## config.mk

```make
export PLATFORM = sky130hd
export DESIGN_NAME = pwm_top_level
export DESIGN_NICKNAME = d
export VERILOG_FILES = /design/src/rtl/pwm_pkg.sv /design/src/rtl/pwm_core.sv /design/src/rtl/pwm_top_level.sv
export SDC_FILE = /design/constraint.sdc
export NUM_CORES = 1
export LEC_CHECK = 0
export ABC_CLOCK_PERIOD_IN_PS = 1400
export BUFFER_PORTS_ARGS = -buffer_cell sky130_fd_sc_hd__buf_2
export CAP_MARGIN = 20
export CELL_PAD_IN_SITES_DETAIL_PLACEMENT = 0
export CELL_PAD_IN_SITES_GLOBAL_PLACEMENT = 1
export CORE_MARGIN = 4
export CORE_UTILIZATION = 30
export CTS_BUF_LIST = sky130_fd_sc_hd__clkbuf_8
export DETAILED_ROUTE_END_ITERATION = 10
export PLACE_DENSITY = 0.65
export SLEW_MARGIN = 20
export SYNTH_ARGS = -nofsm -noshare
export SYNTH_HDL_FRONTEND = slang
export SYNTH_HIERARCHICAL = 1
export SYNTH_SLANG_ARGS = --single-unit
```

## constraint.sdc

```tcl
create_clock -name CLOCK_50 -period 1.4 [get_ports CLOCK_50]
set_input_delay 0.07 -clock CLOCK_50 [delete_from_list [all_inputs] [get_ports CLOCK_50]]
set_output_delay 0.07 -clock CLOCK_50 [all_outputs]
set_load 0.1 [all_outputs]
```

## src/rtl/pwm_pkg.sv

```systemverilog
// Shared defaults and duty-step arithmetic for the PWM demonstrator.
package pwm_pkg;

    localparam int unsigned WIDTH      = 8;
    localparam int unsigned STEP       = 16;
    localparam int unsigned PRESCALE   = 1;
    localparam int unsigned DUTY_RESET = 1 << (WIDTH - 1);

    typedef logic [WIDTH:0] duty_t;

    // Saturating step of the duty setting; simultaneous inc/dec cancel out.
    function automatic int unsigned next_duty(
        input int unsigned cur,
        input logic        inc,
        input logic        dec,
        input int unsigned step,
        input int unsigned full
    );
        int unsigned nxt;
        nxt = cur;
        if (inc && !dec) begin
            nxt = (cur + step >= full) ? full : cur + step;
        end else if (dec && !inc) begin
            nxt = (cur <= step) ? 0 : cur - step;
        end
        return nxt;
    endfunction

endpackage

```

## src/rtl/pwm_core.sv

```systemverilog
// Prescaled PWM counter with a period-aligned duty shadow and registered compare.
module pwm_core #(
    parameter int unsigned WIDTH    = pwm_pkg::WIDTH,
    parameter int unsigned PRESCALE = pwm_pkg::PRESCALE
) (
    input  logic             clk,
    input  logic             rst,
    input  logic [WIDTH:0]   duty_target,
    output logic             pwm_q
);

    localparam int unsigned PS_W     = (PRESCALE > 1) ? $clog2(PRESCALE) : 1;
    localparam int unsigned DW       = WIDTH + 1;
    localparam int unsigned DUTY_RST = 1 << (WIDTH - 1);

    logic [PS_W-1:0]  ps;
    logic [WIDTH-1:0] cnt;
    logic [WIDTH:0]   duty_active;
    logic             tick_c;

    assign tick_c = (ps == PS_W'(PRESCALE - 1));

    // Shadow only reloads on the wrap tick so a period is never cut short.
    always_ff @(posedge clk or posedge rst) begin
        if (rst) begin
            ps          <= '0;
            cnt         <= '0;
            duty_active <= DW'(DUTY_RST);
            pwm_q       <= 1'b0;
        end else begin
            ps <= tick_c ? '0 : ps + PS_W'(1);
            if (tick_c) begin
                cnt <= cnt + WIDTH'(1);
                if (cnt == '1) begin
                    duty_active <= duty_target;
                end
            end
            pwm_q <= ({1'b0, cnt} < duty_active);
        end
    end

endmodule

```

## src/rtl/pwm_top_level.sv

```systemverilog
// Board top: button conditioning, saturating duty register and PWM on LEDG[0].
module pwm_top_level #(
    parameter int unsigned WIDTH    = pwm_pkg::WIDTH,
    parameter int unsigned STEP     = pwm_pkg::STEP,
    parameter int unsigned PRESCALE = pwm_pkg::PRESCALE
) (
    input  logic        CLOCK_50,
    input  logic        reset,
    input  logic [35:0] GPIO,
    output logic [7:0]  LEDG
);

    import pwm_pkg::next_duty;

    localparam int unsigned DW       = WIDTH + 1;
    localparam int unsigned FULL     = 1 << WIDTH;
    localparam int unsigned DUTY_RST = 1 << (WIDTH - 1);

    // Bit 0 carries the increase button, bit 1 the decrease button.
    logic [1:0]     sync1;
    logic [1:0]     sync2;
    logic [1:0]     prev;
    logic           inc_c;
    logic           dec_c;
    logic [WIDTH:0] duty_target;
    logic           pwm_q;
    logic           unused_gpio;

    assign unused_gpio = ^GPIO[33:0];

    always_ff @(posedge CLOCK_50 or posedge reset) begin
        if (reset) begin
            sync1 <= '0;
            sync2 <= '0;
            prev  <= '0;
        end else begin
            sync1 <= GPIO[35:34];
            sync2 <= sync1;
            prev  <= sync2;
        end
    end

    assign inc_c = sync2[0] & ~prev[0];
    assign dec_c = sync2[1] & ~prev[1];

    always_ff @(posedge CLOCK_50 or posedge reset) begin
        if (reset) begin
            duty_target <= DW'(DUTY_RST);
        end else begin
            duty_target <= DW'(next_duty(32'(duty_target), inc_c, dec_c, STEP, FULL));
        end
    end

    pwm_core #(
        .WIDTH    (WIDTH),
        .PRESCALE (PRESCALE)
    ) u_core (
        .clk         (CLOCK_50),
        .rst         (reset),
        .duty_target (duty_target),
        .pwm_q       (pwm_q)
    );

    // Upper LEDs show the top seven bits of the duty setting.
    assign LEDG = {duty_target[WIDTH -: 7], pwm_q};

endmodule

```

=== Yosys cells after proc, flatten, opt, wreduce, memory -nomap -nowiden ===
Cells that the tools add are included.

* Output and inout bits: 8
* Register bits: 34

* Mux-type cells: 5
* Reductions and logical operators: 6
* Add/sub/neg operators: 4
* Equal/unequal tests: 1
* $lt $le $gt $ge: 3
* Bitwise logic cells: 5

{| class="wikitable"
|+ Operators with widths
! cell !! number
|-
| 9-bit two-way mux || 4
|-
| 9-bit by 5-bit adder with 10-bit output, second input constant || 1
|-
| 10-bit by 9-bit >= comparator with 1-bit output, second input constant || 1
|-
| 9-bit by 5-bit <= comparator with 1-bit output, second input constant || 1
|-
| 8-bit by 9-bit less-than comparator with 1-bit output || 1
|-
| 9-bit by 5-bit subtractor with 9-bit output, second input constant || 1
|-
| 8-bit by 1-bit adder with 8-bit output, second input constant || 1
|-
| 8-bit == test, second input constant || 1
|-
| 1-bit NOT || 3
|-
| 1-bit AND || 2
|-
| 1-bit logical AND || 2
|-
| 1-bit logical NOT || 2
|-
| 2-bit AND reduction || 1
|-
| 2-bit nonzero test || 1
|-
| 1-bit adder, second input constant || 1
|-
| 1-bit two-way mux || 1
|}

=== Logic depth before layout (Yosys ltp) ===
* Depth after elaboration: 6
* Mapped depth: 6
* Mapped depth without buffers: 6

=== By module ===
The synthesis kept the hierarchy.

{| class="wikitable"
|+ By module, submodules not included
! module !! instances !! cells each !! area each (um2) !! seq. area each (um2)
|-
| pwm_core || 1 || 73 || 877.1 || 451.7
|-
| pwm_top_level || 1 || 60 || 608.1 || 276.5
|}

=== Worst setup path after synthesis ===
OpenSTA, ideal clock, no wires.

* Path type: reg-to-reg
* Start point: register duty_target[5]
* End point: register duty_target[6]
* Setup slack: -0.753 ns
* Clock period less this slack: 2.153 ns
* Required time: 1.313 ns
* Arrival time: 2.067 ns
* Buffers on the path: 0
* Stages on the path, launching flop included: 7
* Path through: dfrtp_1 > inv_1 > ha_1 > o21bai_1 > a21oi_1 > nand3_1 > o211ai_1

* Word-level cells in the longest chain between the ends: 4

{| class="wikitable"
|+ Ends and longest elaborated chain
! item !! RTL line !! source
|-
| from (decl) || pwm_top_level.sv:25 || <nowiki>logic [WIDTH:0] duty_target;</nowiki>
|-
| from (signal assigned) || pwm_top_level.sv:48 || <nowiki>duty_target <= DW'(DUTY_RST);</nowiki>
|-
| from (signal assigned) || pwm_top_level.sv:50 || <nowiki>duty_target <= DW'(next_duty(32'(duty_target), inc_c, dec_c, STEP, FULL));</nowiki>
|-
| 9-bit by 5-bit adder with 10-bit output, or another cell as far along || pwm_pkg.sv:22 || <nowiki>nxt = (cur + step >= full) ? full : cur + step;</nowiki>
|-
| 10-bit by 9-bit >= comparator with 1-bit output or 9-bit two-way mux (tied branches) || pwm_pkg.sv:22, pwm_pkg.sv:24 ||
|-
| 9-bit two-way mux (on tied branches) || pwm_pkg.sv:22, pwm_pkg.sv:23 ||
|-
| 9-bit two-way mux (*) || pwm_pkg.sv:21 || <nowiki>if (inc && !dec) begin</nowiki>
|}

Every way passes the cells marked *; elsewhere a longest branch is shown, timed or not. The select of a mux whose other input is x is not followed.
A chain may end at the register's enable or synchronous reset.

=== Worst setup path in the final report ===
* Start point: register duty_target[4]
* End point: register duty_target[4]

Same word-level chain as after synthesis.

==> out/qor.txt <==
Share of cells above drive strength 1: 42.44%
Iter 0 DRT Violations: 20
Top post-synthesis cells by area: dfrtp_1 (45%), ha_1 (10%), mux2_2 (7.6%)
Net switching power: 1.425 mW
Avg Vias per Cell: 4.527
Worst-path clk slew: 0.06 ns
Worst Path Required: 1.56 ns
Die height: 78.36 um
Crit. End Element: flop
Max-cap violation count: 0
CTS root buf: clkbuf_8
Mapped Area: 1485 um2
CP delay by family, top: flip-flops
EDFF count, synth: 0
Setup TNS: -0.1605 ns
Drt pass-1 iters: 6
Vias in the first global route: 1157
Hold crit path type: in -> async
Die Wd: 78.36 um
Top Ports: 46
Clock sinks: 29
Area growth syn-to-layout: 42.46%
Failing checks: negative setup slack
Num CTS Buffers: 5
Final hold vios: 0
First-pass GRT wire length: 5299 um
Clock network power share: 25.5%
RD Place Congestion: 0.7959
Layout Nets: 221
Slowest cell delay on critical path: 0.51 ns
Initial Util: 31.24%
Status: complete, but fails checks
WL/cell: 12.29 um
Distinct cell type count after synthesis: 37
Clk_lat worst skew: 0.28 ns
Fin Hold WS: 0.3434 ns
RSZ-0062 raised after global routing: true
Max VDD drop: 1.159 mV
Core area: 4755 um2
Switching share of power: 40.93%
Post-synth top cells: dfrtp_1 (27), inv_1 (15), ha_1 (12)
Sequential-to-total area share from yosys stat: 49.03%
Row Count: 25
PwrDens: 1645 nW/um2
Initial antenna violation count: 0
Startpoint Class: flop
DPL Wire Length: 2144 um
Leakage: 0.9765 nW
Final Worst Setup Slack: -0.07382 ns
Internal Power: 2.056 mW
Pre-CTS setup slack: -0.1420 ns
Antenna Violating Nets Remaining: 0
Final slew viol count: 0
PortBufs: 9
Routed WL: 2937 um
Crit-path max FO: 4
Synth Flop Type: dfrtp_1
Clock tree buffer depth: 2
Largest area contributor in the netlist: dfrtp_1
Top cell type's share of synthesized area: 45.49%
Synth Warn #: 6
Diodes inserted: 0
Final setup viols: 4
CTS tree: built
Worst Tran Pin Value: 0.6757 ns
Die area: 6140 um2
CTS H-tree depth: 2
Pin count of the biggest net entering global routing: 19
GRT Overall Usage: 11.16%
Fraction of registers with async set/reset: 100.0%
Slew margin rel.: 54.90%
GRT overflow: 0
Via Count: 1082
Crit-path cells: ha_4, and4_4, a32o_2, o211ai_2, o21ai_1
Fmax: 678.5 MHz
Min Tclk post-route: 1.474 ns
Crit-path slowest cell: dfrtp_4
Synthesized area per cell: 11.17 um2
Flop pwr share: 32.3%
Synth Instances: 133
CP Buf/Inv Count: 0
Final period util: 105.3%
Most frequent cell after synthesis: dfrtp_1
Skew final: 0.001154 ns
Comb power frac: 42.2%
Drt drc: 0
Yosys reg bits: 29
Crit Path Class: reg -> reg
Data arrival, critical path: 1.64 ns
[state kept, by name (all words and copies together) (netlist names)]
name / flops
duty_target: 5
prev: 2
sync1: 2
sync2: 2
u_core/cnt: 8
u_core/duty_active: 9
u_core/pwm_q: 1
[power by group through the flow]
stage / clock (mW) / sequential [mW] / combinational (mW)
after floorplan: 0 / 1.59 / 0.417
after global placement: 0 / 1.10 / 1.24
after detailed placement: 0 / 1.10 / 1.26
after CTS: 0.921 / 1.11 / 1.32
after global routing: 0.972 / 1.14 / 1.57
final: 0.888 / 1.12 / 1.47
[logic make-up after synthesis]
group | count (synthesis) | share of synthesized area [%]
simple gates | 34 | 13.14
other cells | 1 | 0.2525
xor+xnor | 6 | 3.539
mux | 10 | 7.582
buf+inv | 20 | 6.318
flops | 29 | 49.03
fa+ha+maj | 12 | 10.11
compound gates | 21 | 10.03
[cells in the final DEF (no fill, tap or decap), types with 3 or more instances in the layout]
cell	instances
inv_1	15
clkbuf_8	6
buf_4	18
dfrtp_4	3
ha_1	8
a21oi_1	3
dfrtp_1	23
xor2_1	3
buf_2	5
mux2_4	9
nand3_1	5
xnor2_1	3
dlygate4sd3_1	3
nand2_1	7
conb_1	6
ha_4	4
nor2_1	6
[routing by layer]
metal | part of all wire, % | wire, um | global-route usage (%)
met5 | 0 | 0 | 0
met3 | 3.4 | 100 | 4.817
met1 | 42 | 1234 | 12.36
met4 | 0.82 | 24 | 2.622
met2 | 54 | 1578 | 19.69
[worst reg2reg max path: cells and delay by family, from the launching register on]
| family | cells | cell delay [ns] |
|---|---|---|
| fa+ha+maj | 1 | 0.17 |
| simple gates | 1 | 0.18 |
| flops | 1 | 0.51 |
| compound gates | 3 | 0.49 |
[metrics by stage]
step           util [%]  cells  power (mW)  instance area, um2
4_1_cts           43.11    239       3.350                2049
2_1_floorplan         -    138       2.011                1587
3_5_place_dp      38.63    227       2.368                1837
3_3_place_gp      38.63    227       2.343                1837
6_report          44.50    239       3.481                2116
5_1_grt           44.50    239       3.680                2116
[what timing repair did]
action                                 4_1_cts  5_1_grt
pin swaps                                    4        9
buffers inserted                             1        0
endpoints found under the hold margin       29        0
hold buffers                                 3        0
setup endpoints to repair                   14       17
gates cloned                                 0        0
resized for setup                           13       12
[area by class of cell]
| cell class | instances | area, um2 |
|---|---|---|
| Sequential cell | 29 | 744.5 |
| Clock buffer | 6 | 82.58 |
| Inverter | 16 | 61.31 |
| Timing Repair Buffer | 30 | 245.2 |
| Multi-Input combinational cell | 89 | 864.6 |
| Tap cell | 67 | 83.83 |
| Clock inverter | 2 | 33.78 |
| Fill cell | 465 | 2639 |
[final timing paths]
kind | depth (start not counted) | to | start | slack (ns)
max in group asynchronous | 3 | u_core/cnt[2]$_DFF_PP0_ | reset | 0.53
min | 3 | prev[1]$_DFF_PP0_ | reset | 0.34
max reg2reg | 5 | duty_target[4]$_DFFE_PP0P_ | duty_target[4]$_DFFE_PP0P_ | -0.07
min in group CLOCK_50 | 0 | sync2[1]$_DFF_PP0_ | sync1[1]$_DFF_PP0_ | 0.36
max | 5 | duty_target[4]$_DFFE_PP0P_ | duty_target[4]$_DFFE_PP0P_ | -0.07
min reg2reg | 0 | sync2[1]$_DFF_PP0_ | sync1[1]$_DFF_PP0_ | 0.36
No activity file was read; power rests on OpenSTA's default activity.
